## config.mk

```make
export PLATFORM = sky130hd
export DESIGN_NAME = hit_detector
export DESIGN_NICKNAME = d
export VERILOG_FILES = /design/src/rtl/hit_detector.sv
export SDC_FILE = /design/constraint.sdc
export NUM_CORES = 1
export LEC_CHECK = 0
export ABC_AREA = 1
export ABC_CLOCK_PERIOD_IN_PS = 1200
export CAP_MARGIN = 0
export CORE_MARGIN = 4
export CORE_UTILIZATION = 48
export CTS_CLUSTER_DIAMETER = 60
export DETAILED_ROUTE_END_ITERATION = 7
export PLACE_DENSITY_LB_ADDON = 0.05
export SLEW_MARGIN = 20
export SYNTH_ARGS = -nofsm -noshare
export SYNTH_HDL_FRONTEND = slang
export SYNTH_SLANG_ARGS = --single-unit
```

## constraint.sdc

```tcl
create_clock -name clk -period 1.2 [get_ports clk]
set_input_delay 0.3 -clock clk [delete_from_list [all_inputs] [get_ports clk]]
set_output_delay 0.3 -clock clk [all_outputs]
set_load 0.1 [all_outputs]
```

## src/rtl/hit_detector.sv

```systemverilog
// hit_detector: conditions the raw player sensor (two-flop synchroniser,
// debounce, rising-edge detect), classifies each press as hit or miss,
// measures reaction time and offers one result per press to the scorer over
// a valid/ready handshake.
// Optional feature macro: MISS_COUNT_EN adds the saturating miss_count output.
module hit_detector #(
   parameter int DEBOUNCE_CYCLES = 4,
   parameter int RT_WIDTH        = 8
) (
   input  logic                clk,
   input  logic                reset,
   input  logic                sensor_raw,
   input  logic                target_up,
   output logic                hit_valid,
   input  logic                hit_ready,
   output logic                hit_on_target,
   output logic [RT_WIDTH-1:0] hit_rt
`ifdef MISS_COUNT_EN
   ,
   output logic [7:0]          miss_count
`endif
);

   localparam int DB_W = (DEBOUNCE_CYCLES > 1) ? $clog2(DEBOUNCE_CYCLES) : 1;
   localparam logic [DB_W-1:0]     DB_LAST = DB_W'(DEBOUNCE_CYCLES - 1);
   localparam logic [RT_WIDTH-1:0] RT_MAX  = {RT_WIDTH{1'b1}};

   typedef enum logic [2:0] {
      ST_IDLE      = 3'd0,
      ST_ARMED     = 3'd1,
      ST_HELD_HIT  = 3'd2,
      ST_HELD_MISS = 3'd3,
      ST_LOCKOUT   = 3'd4
   } state_t;

   logic                sync1_q, sync2_q;
   logic                stable_q, stable_prev_q;
   logic [DB_W-1:0]     db_cnt_q;
   logic                target_q;
   logic [RT_WIDTH-1:0] rt_cnt_q, rt_cnt_d;
   state_t              state_q, state_d;
   logic                valid_q, valid_d;
   logic                on_q, on_d;
   logic [RT_WIDTH-1:0] rt_q, rt_d;
   logic                press_s, t_rise_s, xfer_s, rt_count_en_s;

   assign press_s       = stable_q & ~stable_prev_q;
   assign t_rise_s      = target_up & ~target_q;
   assign xfer_s        = valid_q & hit_ready;
   // After a target rise during HELD_MISS the reaction clock must already run.
   assign rt_count_en_s = (state_q == ST_ARMED) | ((state_q == ST_HELD_MISS) & target_q);

   // Synchronise the raw sensor and accept a level change only after it has held for DEBOUNCE_CYCLES cycles.
   always_ff @(posedge clk) begin
      if (reset) begin
         sync1_q       <= 1'b0;
         sync2_q       <= 1'b0;
         stable_q      <= 1'b0;
         stable_prev_q <= 1'b0;
         db_cnt_q      <= {DB_W{1'b0}};
      end else begin
         sync1_q       <= sensor_raw;
         sync2_q       <= sync1_q;
         stable_prev_q <= stable_q;
         if (sync2_q != stable_q) begin
            if (db_cnt_q == DB_LAST) begin
               stable_q <= sync2_q;
               db_cnt_q <= {DB_W{1'b0}};
            end else begin
               db_cnt_q <= db_cnt_q + DB_W'(1);
            end
         end else begin
            db_cnt_q <= {DB_W{1'b0}};
         end
      end
   end

   // Reaction-time counter: restart on every target rise, count while waiting for a press, saturate.
   always_comb begin
      rt_cnt_d = rt_cnt_q;
      if (t_rise_s) begin
         rt_cnt_d = {RT_WIDTH{1'b0}};
      end else if (rt_count_en_s && (rt_cnt_q != RT_MAX)) begin
         rt_cnt_d = rt_cnt_q + RT_WIDTH'(1);
      end else begin
         rt_cnt_d = rt_cnt_q;
      end
   end

   // Scoring FSM next state and result loading; a press and target fall in the same cycle still scores.
   always_comb begin
      state_d = state_q;
      on_d    = on_q;
      rt_d    = rt_q;
      case (state_q)
         ST_IDLE: begin
            if (t_rise_s) begin
               state_d = ST_ARMED;
            end else if (press_s && !target_up) begin
               state_d = ST_HELD_MISS;
               on_d    = 1'b0;
               rt_d    = {RT_WIDTH{1'b0}};
            end else begin
               state_d = ST_IDLE;
            end
         end
         ST_ARMED: begin
            if (press_s) begin
               state_d = ST_HELD_HIT;
               on_d    = 1'b1;
               rt_d    = rt_cnt_q;
            end else if (!target_up) begin
               state_d = ST_IDLE;
            end else begin
               state_d = ST_ARMED;
            end
         end
         ST_HELD_HIT: begin
            if (xfer_s) begin
               state_d = ST_LOCKOUT;
            end else begin
               state_d = ST_HELD_HIT;
            end
         end
         ST_HELD_MISS: begin
            if (xfer_s) begin
               state_d = target_up ? ST_ARMED : ST_IDLE;
            end else begin
               state_d = ST_HELD_MISS;
            end
         end
         ST_LOCKOUT: begin
            if (!target_up) begin
               state_d = ST_IDLE;
            end else begin
               state_d = ST_LOCKOUT;
            end
         end
         default: begin
            state_d = ST_IDLE;
         end
      endcase
      valid_d = (state_d == ST_HELD_HIT) | (state_d == ST_HELD_MISS);
   end

   // State, registered result outputs, target history and reaction counter.
   always_ff @(posedge clk) begin
      if (reset) begin
         state_q  <= ST_IDLE;
         valid_q  <= 1'b0;
         on_q     <= 1'b0;
         rt_q     <= {RT_WIDTH{1'b0}};
         target_q <= 1'b0;
         rt_cnt_q <= {RT_WIDTH{1'b0}};
      end else begin
         state_q  <= state_d;
         valid_q  <= valid_d;
         on_q     <= on_d;
         rt_q     <= rt_d;
         target_q <= target_up;
         rt_cnt_q <= rt_cnt_d;
      end
   end

   assign hit_valid     = valid_q;
   assign hit_on_target = on_q;
   assign hit_rt        = rt_q;

`ifdef MISS_COUNT_EN
   logic       miss_load_s;
   logic [7:0] miss_cnt_q;

   assign miss_load_s = (state_q == ST_IDLE) & ~t_rise_s & press_s & ~target_up;

   // Count loaded miss results (dropped presses do not count), saturating at 255.
   always_ff @(posedge clk) begin
      if (reset) begin
         miss_cnt_q <= 8'd0;
      end else if (miss_load_s && (miss_cnt_q != 8'hFF)) begin
         miss_cnt_q <= miss_cnt_q + 8'd1;
      end else begin
         miss_cnt_q <= miss_cnt_q;
      end
   end

   assign miss_count = miss_cnt_q;
`endif

endmodule
```

==> metrics <==
setup TNS -0.0997 ns; Longest Clk Path Bufs 2; Post-Route WL 3170 µm; io pins 15; hold path start sync1_q; setup violators final 5; Fin. Hold Viols 0; All-Layer GR Usage 19.0%; core area 2450 µm²; first-pass GRT wire length 5100 µm; crit path buf inv count 1; maximum fanout along the worst path 3; worst setup margin -0.0541 ns; row cnt 18; Min-Delay Path Class register to register; grt ovf 0; Starting Density 50.2%; Yosys Warn Count 0; Mapped Cells 165; clock root buffer clkbuf_4; failing checks setup timing; Lkg Pwr 0.825 nW; Avg Vias per Cell 5.22; drt pass-1 iters 4; Clock Sinks 28; largest net degree at the start of global routing 17; status finished with violations; min cycle time layout approximately 1.3 ns; Worst path most repeated cell nand2_4; worst slew pin tran about 0.27 ns; crit share post-route 105%; Die X 58.6 µm; Worst VDD drop 0.687 mV; net count after synthesis approximately 170; CP top delay family simple AND/OR/NAND/NOR gates; antenna diode count 0; pwr/cell area 865 nW/µm²; Placer Congestion 0.878; DR iter-0 viols 50; Seq/Total Area, Yosys 45.5%; Worst Skew 0.00897 ns; post-synthesis sequential element count 28; unrepaired setup endpoints after global routing true; H-tree depth 1; critical path depth in cells 8; worst hold path endpoint sync2_q; CTS tree built; cts bufs inserted 3; DP Wirelength approximately 2100 µm; CP arrival 1.52 ns; Port Buffers 14; ANT nets after route 0; WL/cell ~13 µm; layout cells sized above 1 a little under half; Slew Viols, Final 0; DIE HEIGHT about 59 µm; Power Total 1.70 mW; r2r worst-path depth 8; Critical Path Max Stage Delay 0.38 ns; synthesis-to-layout area growth 59.3%; CP Capture Type register; slowest cell on the critical path dfxtp_2; hold path depth 2; drt drc 0; reg2reg start rt_cnt_q[1]; crit path kind register to register; synthesized cell area 1230 µm²; startpoint types register; vias in the first global route about 1,200; antenna violations before repair 0; fmax 797 MHz; Via Count 1,237; max-cap violation count 0; Worst R2R End rt_cnt_q[5]; Worst R2R Setup Slack -0.05 ns; worst rel slew slack between 80% and 90%; worst skew pair latency 0.33 ns; clock-pin slew on the worst setup and hold paths roughly 0.15 ns; Worst EP required 1.47 ns; Syn Area/Cell 7.46 µm²; synth unique cells 22; DIE AREA ~3400 µm²; layout net count 215; crit-path cells ha_4 > nand2_4 > nor2_4 > nand2_4 > buf_6 > nand4_1 > nand2_1 > nor2_1
## stage by stage
| step | cells | area, µm² | worst slack [ns] | utilization (%) | hold WS [ns] |
|---|---|---|---|---|---|
| finish | 237 | 1960 | -0.0541 | 79.9 | 0.415 |
| global placement | 223 | 1640 | -0.203 | 66.6 | 0.389 |
| floorplan | 165 | 1250 | -0.0630 | - | 0.388 |
| detailed placement | 223 | 1640 | -0.332 | 66.6 | 0.400 |
| global route | 237 | 1960 | -0.117 | 79.9 | 0.437 |
| CTS | 229 | 1740 | -0.0598 | 71.0 | 0.420 |
## metal layers
metal,GRT usage [%],share of wire (%),vias to the layer above
met5,0,0,-
met4,7.77,2.4,0
met3,2.41,4.4,8
met2,35.6,54,42
met1,21.4,40,573
li1,-,-,614
## worst max-delay path by stage
stage | startpoint | endpoint | slack, ns
2_1_floorplan | hit_valid | state_q[0] | -0.06
3_3_place_gp | target_up | rt_cnt_q[6] | -0.20
3_5_place_dp | target_up | rt_cnt_q[4] | -0.33
4_1_cts | rt_cnt_q[0] | rt_cnt_q[5] | -0.06
5_1_grt | rt_cnt_q[1] | rt_cnt_q[5] | -0.12
6_report | rt_cnt_q[1] | rt_cnt_q[5] | -0.05
## cell usage after synthesis
master    instances  area, µm²
nand2_1          34        128
clkinv_2          1       5.00
nand4_1           1       6.26
clkbuf_1          2       7.51
inv_2             3       11.3
buf_6             1       11.3
inv_1            15       56.3
nand3b_1          1       7.51
xor2_1            3       26.3
nor3_1            1       5.00
ha_1              2       25.0
nor2_2            2       12.5
nand2_4           3       33.8
nand2_2           2       12.5
o21ai_0           5       25.0
dfxtp_1          28        561
o211ai_1          1       7.51
nor2_1           22       82.6
a21oi_4           1       16.3
nand3_1          18       90.1
nor2_4            1       11.3
a21oi_1          18       90.1
## layout by cell type (no fill, tap or decap)
master / instances
a21oi_1: 12
a21oi_2: 6
a21oi_4: 1
buf_12: 10
buf_4: 20
buf_6: 5
bufinv_16: 1
clkbuf_4: 3
clkdlybuf4s50_1: 4
clkinv_4: 1
dfxtp_1: 11
dfxtp_2: 11
dfxtp_4: 6
ha_1: 1
ha_4: 1
inv_1: 14
inv_2: 2
inv_4: 2
inv_8: 1
nand2_1: 30
nand2_2: 4
nand2_4: 5
nand2_8: 1
nand3_1: 10
nand3_2: 8
nand3b_1: 1
nand4_1: 1
nor2_1: 17
nor2_2: 5
nor2_4: 3
nor3_4: 1
o211ai_1: 1
o21ai_0: 5
xor2_1: 2
xor2_2: 1
## power by group
| part | total, mW | internal [mW] | switching (mW) | leakage [nW] |
|---|---|---|---|---|
| logic | 0.141 | 0.0606 | 0.0801 | 0.560 |
| clock network | 0.615 | 0.338 | 0.277 | 0.0279 |
| registers | 0.942 | 0.930 | 0.0116 | 0.237 |
## state kept, by name, summed over array words and instances, names as in the netlist
name / count
stable_q: 1
rt_cnt_q: 8
hit_valid: 1
sync1_q: 1
db_cnt_q: 2
hit_on_target: 1
target_q: 1
hit_rt: 8
state_q: 3
sync2_q: 1
stable_prev_q: 1
## repair_timing
action                                  in CTS  in global routing
gates cloned                                 0                  3
buffers inserted                             2                  6
resized for setup                           10                 49
hold buffers                                 0                  0
endpoints found under the setup margin      20                 30
pin swaps                                    6                 21
## cell type report
| class | instances | area, µm² |
|---|---|---|
| clock buffers | 3 | 22.5 |
| clock inverters | 1 | 30.0 |
| fillers | 164 | 493 |
| inverters | 19 | 86.3 |
| multi-input cells | 116 | 736 |
| flip-flops and latches | 28 | 597 |
| well taps | 30 | 37.5 |
| repair buffers | 39 | 447 |
| repair inverters | 1 | 6.26 |
## worst reg2reg max path: stages, from the launching register on
cell     delay, ns
dfxtp_2       0.38
ha_4          0.15
nand2_4       0.06
nor2_4        0.12
nand2_4       0.09
buf_6         0.13
nand4_1       0.08
nand2_1       0.07
nor2_1        0.11
## kinds of logic after synthesis
kind of cell | count (synthesis) | share of synthesized area (%)
DFF | 28 | 45.5
AOI/OAI and AO/OA | 25 | 11.3
buffers and inverters | 22 | 7.42
adders and majority gates | 2 | 2.03
xor gates and xnor gates | 3 | 2.13
and+or+nand+nor | 85 | 31.6
Power figures use the tool's default switching activity.
